## config.mk

```make
export PLATFORM = sky130hd
export DESIGN_NAME = sisc_ctrl_p
export DESIGN_NICKNAME = d
export VERILOG_FILES = /design/src/rtl/sisc_pkg.sv /design/src/rtl/sisc_br_cond.sv /design/src/rtl/sisc_ctrl_p.sv
export SDC_FILE = /design/constraint.sdc
export NUM_CORES = 1
export LEC_CHECK = 0
export ABC_AREA = 1
export CORE_MARGIN = 4
export CORE_UTILIZATION = 45
export DETAILED_ROUTE_END_ITERATION = 8
export GPL_ROUTABILITY_DRIVEN = 0
export PLACE_DENSITY = 0.73
export RECOVER_POWER = 25
export SLEW_MARGIN = 40
export SYNTH_ARGS = -nofsm -noshare
export SYNTH_HDL_FRONTEND = slang
export SYNTH_SLANG_ARGS = --single-unit
```

## constraint.sdc

```tcl
create_clock -name clk -period 2.3 [get_ports clk]
set_clock_uncertainty 0.05 [all_clocks]
set_input_delay 0.69 -clock clk [delete_from_list [all_inputs] [get_ports clk]]
set_output_delay 0.69 -clock clk [all_outputs]
set_load 0.02 [all_outputs]
```

## src/rtl/sisc_pkg.sv

```systemverilog
`default_nettype none
// ============================================================================
// Module      : sisc_pkg
// Description : Shared state encoding, opcode map and ALU defaults for the
//               SISC control path.
// Revision    : 1.0 - initial parametrised release
// ============================================================================
package sisc_pkg;

    typedef enum logic [2:0] {
        START1    = 3'd0,
        FETCH     = 3'd1,
        DECODE    = 3'd2,
        EXECUTE   = 3'd3,
        MEM       = 3'd4,
        WRITEBACK = 3'd5,
        HALT      = 3'd6
    } state_t;

    localparam logic [3:0] NOOP   = 4'd0;
    localparam logic [3:0] LOD    = 4'd1;
    localparam logic [3:0] STR    = 4'd2;
    localparam logic [3:0] SWP    = 4'd3;
    localparam logic [3:0] BRA    = 4'd4;
    localparam logic [3:0] BRR    = 4'd5;
    localparam logic [3:0] BNE    = 4'd6;
    localparam logic [3:0] BNR    = 4'd7;
    localparam logic [3:0] ALU_OP = 4'd8;
    localparam logic [3:0] HLT    = 4'd15;

    localparam logic [3:0] AM_IMM  = 4'd8;
    localparam logic [1:0] ALU_DEF = 2'b10;

endpackage
`default_nettype wire

```

## src/rtl/sisc_br_cond.sv

```systemverilog
`default_nettype none
// ============================================================================
// Module      : sisc_br_cond
// Description : Combinational branch-taken evaluator over opcode, mode mask
//               and status flags.
// Revision    : 1.0 - initial parametrised release
// ============================================================================
module sisc_br_cond
    import sisc_pkg::*;
#(
    parameter int OP_W   = 4,
    parameter int STAT_W = 4
) (
    input  logic [OP_W-1:0]   opcode,
    input  logic [STAT_W-1:0] mm,
    input  logic [STAT_W-1:0] stat,
    output logic              taken,
    output logic              relative
);

    logic w_hit;
    logic w_on_set;
    logic w_on_clear;

    // An empty mask never hits, so BRA/BRR fall through and BNE/BNR always go
    assign w_hit      = |(mm & stat);
    assign w_on_set   = (opcode == OP_W'(BRA)) || (opcode == OP_W'(BRR));
    assign w_on_clear = (opcode == OP_W'(BNE)) || (opcode == OP_W'(BNR));
    assign taken      = (w_on_set && w_hit) || (w_on_clear && !w_hit);
    assign relative   = (opcode == OP_W'(BRR)) || (opcode == OP_W'(BNR));

endmodule
`default_nettype wire

```

## src/rtl/sisc_ctrl_p.sv

```systemverilog
`default_nettype none
// ============================================================================
// Module      : sisc_ctrl_p
// Description : SISC control FSM - fetch/decode/execute/mem/writeback
//               sequencing, bounded memory wait, halt and retire counter.
// Revision    : 1.0 - initial parametrised release
// ============================================================================
module sisc_ctrl_p
    import sisc_pkg::*;
#(
    parameter int OP_W        = 4,
    parameter int STAT_W      = 4,
    parameter int ALU_OP_W    = 2,
    parameter int MEM_TIMEOUT = 8,
    parameter int CNT_W       = 16
) (
    input  logic                clk,
    input  logic                rst,
    input  logic [OP_W-1:0]     opcode,
    input  logic [STAT_W-1:0]   mm,
    input  logic [STAT_W-1:0]   stat,
    input  logic                mem_rdy,
    output logic                ir_load,
    output logic                pc_write,
    output logic                pc_sel,
    output logic                br_sel,
    output logic                stat_en,
    output logic [ALU_OP_W-1:0] alu_op,
    output logic                mem_req,
    output logic                dm_we,
    output logic                rf_we,
    output logic                wb_sel,
    output logic                halted,
    output logic                mem_err,
    output logic [CNT_W-1:0]    instr_count
);

    localparam logic [7:0] c_WAIT_LAST = 8'(MEM_TIMEOUT - 1);

    state_t           r_state;
    logic [7:0]       r_wait;
    logic             r_timeout;
    logic             r_mem_err;
    logic [CNT_W-1:0] r_count;

    logic w_taken;
    logic w_relative;
    logic w_is_mem;

    sisc_br_cond #(
        .OP_W   (OP_W),
        .STAT_W (STAT_W)
    ) u_br_cond (
        .opcode   (opcode),
        .mm       (mm),
        .stat     (stat),
        .taken    (w_taken),
        .relative (w_relative)
    );

    assign w_is_mem    = (opcode == OP_W'(LOD)) || (opcode == OP_W'(STR));
    assign mem_err     = r_mem_err;
    assign instr_count = r_count;

    always_ff @(posedge clk or posedge rst) begin
        if (rst) begin
            r_state   <= START1;
            r_wait    <= 8'd0;
            r_timeout <= 1'b0;
            r_mem_err <= 1'b0;
            r_count   <= '0;
        end else begin
            case (r_state)
                START1:  r_state <= FETCH;
                FETCH: begin
                    r_state   <= DECODE;
                    r_timeout <= 1'b0;
                end
                DECODE:  r_state <= (opcode == OP_W'(HLT)) ? HALT : EXECUTE;
                EXECUTE: begin
                    r_state <= MEM;
                    r_wait  <= 8'd0;
                end
                MEM: begin
                    // A ready on the final permitted cycle still counts as success
                    if (!w_is_mem || mem_rdy) begin
                        r_state <= WRITEBACK;
                    end else if (r_wait == c_WAIT_LAST) begin
                        r_state   <= WRITEBACK;
                        r_timeout <= 1'b1;
                        r_mem_err <= 1'b1;
                    end else begin
                        r_wait <= r_wait + 8'd1;
                    end
                end
                WRITEBACK: begin
                    r_state <= FETCH;
                    if (r_count != '1) begin
                        r_count <= r_count + 1'b1;
                    end
                end
                HALT:    r_state <= HALT;
                default: r_state <= START1;
            endcase
        end
    end

    always_comb begin
        ir_load  = 1'b0;
        pc_write = 1'b0;
        pc_sel   = 1'b0;
        br_sel   = 1'b0;
        stat_en  = 1'b0;
        alu_op   = ALU_OP_W'(ALU_DEF);
        mem_req  = 1'b0;
        dm_we    = 1'b0;
        rf_we    = 1'b0;
        wb_sel   = 1'b0;
        halted   = 1'b0;
        case (r_state)
            FETCH: begin
                ir_load  = 1'b1;
                pc_write = 1'b1;
            end
            DECODE: begin
                if (w_taken) begin
                    pc_write = 1'b1;
                    pc_sel   = 1'b1;
                    br_sel   = w_relative;
                end
            end
            EXECUTE: begin
                alu_op    = '0;
                alu_op[1] = (opcode != OP_W'(ALU_OP));
                alu_op[0] = (mm == STAT_W'(AM_IMM));
                stat_en   = (opcode == OP_W'(ALU_OP));
            end
            MEM: begin
                mem_req = w_is_mem;
                dm_we   = (opcode == OP_W'(STR));
            end
            WRITEBACK: begin
                rf_we  = ((opcode == OP_W'(ALU_OP)) || (opcode == OP_W'(LOD)) ||
                          (opcode == OP_W'(SWP))) && !r_timeout;
                wb_sel = (opcode == OP_W'(LOD));
            end
            HALT:    halted = 1'b1;
            default: ;
        endcase
    end

endmodule
`default_nettype wire
```

Word-level counts from Yosys, hierarchy flattened
Index checks and enable logic that the tools add are counted.
Word-level totals
  flip-flop bits (word level): 29
  input bits: 15
  output and inout bits: 29
  word-level logic and storage cells: 78
Operators by class
  add/subtract/negate cells: 2
  equal/unequal tests: 23
  mux-type cells: 23
  bitwise logic cells: 2
  reduce and logical (&&, ||, !) cells: 23
Operator list (number)
  $pmux W3 S6: 1
  $add A16 B1 Y16 const B: 1
  $eq A4 B3 Y1 const B: 4
  $mux W8: 2
  $ne A16 B16 Y1 const B: 1
  $pmux W8 S2: 1
  $mux W1: 13
  $eq A4 B4 Y1 const B: 3
  $eq A3 B3 Y1 const B: 3
  $mux W3: 3
  $reduce_and A3 Y1: 3
  $add A8 B1 Y8 const B: 1
  $eq A4 B2 Y1 const B: 2
  $eq A8 B3 Y1 const B: 1
  $logic_or A1 B1 Y1: 8
  $eq A3 B2 Y1 const B: 2
  $ne A2 B2 Y1 const B: 3
  $and A4 B4 Y4: 1
  $eq A4 B1 Y1 const B: 1
  $ne A4 B4 Y1 const B: 1
  $pmux W1 S2: 2
  $reduce_bool A2 Y1: 2
  $reduce_or A4 Y1: 1
  $eq A3 B1 Y1 const B: 1
  other kinds (8): 12

Longest topological paths before layout
  depth after elaboration: 7
  mapped depth: 10
  depth with buffers taken out: 9

Modules after synthesis
Synthesis repeated with hierarchy kept, for this count alone.
Unflattened totals
  cell total of the unflattened synthesis: 291
  area, all modules: 1948.1 um2
By module, submodules not included
  sisc_ctrl_p: times used 1, cells an instance 274, area an instance 1883.1 um2, seq. area each 725.7 um2
  sisc_br_cond: times used 1, cells an instance 17, area an instance 65.1 um2, seq. area each 0.0 um2

Worst setup path after synthesis
No wires, ideal clock.
  path kind: input -> output
  start: input port opcode[3]
  end: output port wb_sel
  arrival time: 1570 ps
  data required time: 1560 ps
  path slack: -10 ps
  stages on the path: 3
  buffers on the path: 0
  path through: nor2_1 > nand3_1 > nor4_1
Between the ends
  cells in the longest elaborated chain, start to end: 2
RTL lines
  start, declared: line sisc_ctrl_p.sv:19  | input logic [OP_W-1:0] opcode,
  $eq A4 B1 Y1: line sisc_ctrl_p.sv:145  | wb_sel = (opcode == OP_W'(LOD));
  $mux W1: line sisc_ctrl_p.sv:120  | case (r_state)
  end, declared: line sisc_ctrl_p.sv:32  | output logic wb_sel,
No other way between the ends.

Final worst setup path
  start: input port stat[3]
  end: output port br_sel
Between the ends
  cells in the longest elaborated chain, start to end: 7
  elaborated cells on any way between the ends: 8
  those cells by class: mux: 2; bitwise: 1; reduce/logical: 5
RTL lines
  start, declared: line sisc_ctrl_p.sv:21  | input logic [STAT_W-1:0] stat,
  $and A4 B4 Y4 *: line sisc_br_cond.sv:26  | assign w_hit = |(mm & stat);
  $reduce_or A4 Y1 *: line sisc_br_cond.sv:26
  $logic_not A1 Y1: line sisc_br_cond.sv:29  | assign taken = (w_on_set && w_hit) || (w_on_clear && !w_hit);
  $logic_and A1 B1 Y1: line sisc_br_cond.sv:29
  $logic_or A1 B1 Y1 *: line sisc_br_cond.sv:29
  $mux W1 *: line sisc_ctrl_p.sv:126  | if (w_taken) begin
  $mux W1 *: line sisc_ctrl_p.sv:120
  end, declared: line sisc_ctrl_p.sv:26  | output logic br_sel,
Mark *: on every way between the ends. The rest lies on a longest branch, timed or not.

==> results.cfg <==
[power_and_ir_drop]
ir_drop_uv = 445
leakagePower_nw = 1.28
power_frac_clock_pct = 22.7
p_comb_share_pct = 42.0
power.switching_mw = 0.691
seqPwrFrac_pct = 35.3
total_power_mw = 1.83
p_sw_share_pct = 37.7
p_int_mw = 1.14
powerDensity_nw_per_um2 = 706

[global_route]
grt_max_degree = 30
grt_usage_pct = 18.2
overflow = 0
antenna_found_initial = 0
grt_pass1_wl_um = 7670
grt_pass1_vias = 1728

[synthesis]
ys_types = 25
ys_seq_elements = 29
yosys_warnings = 0
synth_area_leaders = dfrtp_1 (39%), nand2_1 (23%), nor2_1 (6.2%)
syn_area_um2 = 1870
avgSynthCellArea_um2 = 6.89
synth_fp_nets = 288
seq_area_frac_synth_pct = 38.9
synth_top_cell_area_share_pct = 38.9
netlist_instances = 271
netlist.top_cell.by_area = dfrtp_1

[sta]
worst_slew_pin_slew_ns = 0.740
final_hold_viol_count = 0
fmax_ghz = 0.439
slew_headroom_pct = 50.7
holdWs_ns = 0.412
period_minus_slack_ns = 2.28
rsz0062_at_grt = true
setup_viol = 0
final.setup.worst_slack_ns = 0.0225
drv_slew = 0
period_share_pct = 99.0

[critical_path]
r2r_start = instr_count[0]
r2r_slack_ns = 0.52
r2r_end = instr_count[13]
ff2ff_path_depth = 8
worst_path_largest_cell_delay_ns = 0.19
crit_cells = 7
crit_chain = clkdlybuf4s15_1, nand2_2, nand2_2, o21ai_2, nand3_2, nor2_1, buf_4
cp_data_required_time_ns = 1.56
cp_slowest_cell = clkdlybuf4s15_1
critPathMaxFanout = 3
cp_top_family = simple AND/OR/NAND/NOR gates
critPathMostFrequentCell = nand2_2
worstSetupEndpointType = output port
path_buf_inv = 2
startpoint = stat[3]
path_class = in -> out
start_kind = input pin
critPathCapture = br_sel
arrival_ns = 1.54

[place]
dp_hpwl_um = 3390
io_buffers = 43
dpl_worst_slack_ns = -0.811

[final_layout]
drive_above_1_share_pct = 21.2
diodes = 0
areaGrowthSynthToFinish_pct = 39.0
final_net_count = 357

[job]
drv_cap = 0

[worst_hold_path]
hp-class = reg -> reg

[drt]
drc = 0
first_pass_iters = 4
vias_per_cell = 4.87
vias = 1898
ant_nets = 0
wl_per_cell_um = 11.4
drt_iter0_drc = 87
wl_um = 4460

[clock_network]
cts_hold_buf = 0
clk_path_buf_depth = 2
clkSlewWorstSetupHoldPaths_ns = 0.06
cts_tree = yes
worstSkewPairLatency_ns = 0.28
cts.sinks = 29
cts_buffers = 5
clockRootBuffer = clkbuf_8
htreeDepth = 2

[floorplan]
num_rows = 23
ios = 44
die_y_um = 72.4
start_util_pct = 46.7
die_w_um = 72.4
die-area_um2 = 5240
core_area_um2 = 4000

[status]
outcome = finished, final reports clean
flip-flops by register name, summed over array words and instances, names as in the netlist:
register	cells
mem_err	1
r_timeout	1
r_wait	8
instr_count	16
r_state	3
power by group through the flow:
stage | sequential [mW] | clock (mW) | combinational (mW)
2_1_floorplan | 0.687 | 0 | 0.380
3_3_place_gp | 0.650 | 0 | 0.759
4_1_cts | 0.645 | 0.430 | 0.762
3_5_place_dp | 0.652 | 0 | 0.767
6_report | 0.647 | 0.416 | 0.770
5_1_grt | 0.660 | 0.453 | 0.849
final cells by class:
type | instances | area (µm²)
multi-input cells | 209 | 1060
repair buffers | 64 | 542
inverters | 31 | 116
fillers | 353 | 1410
flip-flops and latches | 29 | 726
well taps | 50 | 62.6
clock buffers | 7 | 86.3
kinds of logic after synthesis:
kind of cell | share of synthesized area, %
AO/OA/AOI/OAI | 3.62
XOR/XNOR | 6.57
adder cells (fa/ha/maj) | 1.34
buffers and inverters | 7.44
flip-flops | 38.9
AND/OR/NAND/NOR | 42.2
cell usage in the layout, fill, tap and decap left out, drive strengths merged:
| cell | count |
|---|---|
| buf | 32 |
| o22ai | 1 |
| dlygate4sd3 | 1 |
| nor3b | 2 |
| xor2 | 7 |
| a21oi | 2 |
| clkdlybuf4s15 | 7 |
| nand2 | 116 |
| clkbuf | 10 |
| inv | 31 |
| nand3 | 20 |
| o21bai | 1 |
| nor2 | 32 |
| nor4 | 4 |
| ha | 2 |
| nor3 | 3 |
| xnor2 | 7 |
| clkdlybuf4s50 | 18 |
| o21ai | 8 |
| dfrtp | 29 |
| nand4 | 4 |
| dlygate4sd2 | 3 |
stage by stage:
step                      area (µm²)  setup TNS [ns]  utilization [%]  instances
after floorplan                 1870               0                -        271
after global routing            2590         -0.0754             64.9        390
final                           2590               0             64.9        390
after global placement          2490           -6.83             62.3        382
after detailed placement        2490           -7.07             62.3        382
after CTS                       2570         -0.0164             64.4        390
repair_timing:
action	CTS	global route
setup buffers	1	0
pin swaps	14	11
endpoints found under the setup margin	12	10
gates cloned	0	0
resized for setup	83	20
routing by layer:
| layer | global-route usage (%) | routed length, µm | up-vias | share of wire, % |
|---|---|---|---|---|
| li1 | - | - | 986 | - |
| met1 | 24.7 | 2060 | 865 | 46 |
| met2 | 29.6 | 2170 | 45 | 49 |
| met3 | 3.60 | 215 | 2 | 4.8 |
| met4 | 4.92 | 14 | 0 | 0.31 |
| met5 | 0 | 0 | - | 0 |
worst min path at each step:
stage,startpoint,endpoint,slack (ns),depth (start not counted)
2_1_floorplan,r_wait[1],r_wait[1],0.42,2
3_3_place_gp,mem_err,mem_err,0.40,2
3_5_place_dp,mem_err,mem_err,0.41,2
4_1_cts,mem_err,mem_err,0.42,2
5_1_grt,mem_err,mem_err,0.46,2
6_report,mem_err,mem_err,0.41,2
worst min-delay path, cell delays in order, from the launching register on:
cell and delay, ns:
dfrtp_1 0.34, inv_1 0.04, nand2_1 0.05
cells in the mapped netlist (all sizes together):
| cell | number |
|---|---|
| a21oi | 2 |
| buf | 2 |
| dfrtp | 29 |
| ha | 2 |
| inv | 31 |
| nand2 | 116 |
| nand3 | 20 |
| nand4 | 4 |
| nor2 | 32 |
| nor3 | 3 |
| nor3b | 2 |
| nor4 | 4 |
| o21ai | 8 |
| o21bai | 1 |
| o22ai | 1 |
| xnor2 | 7 |
| xor2 | 7 |
Power figures use the tool's default switching activity.
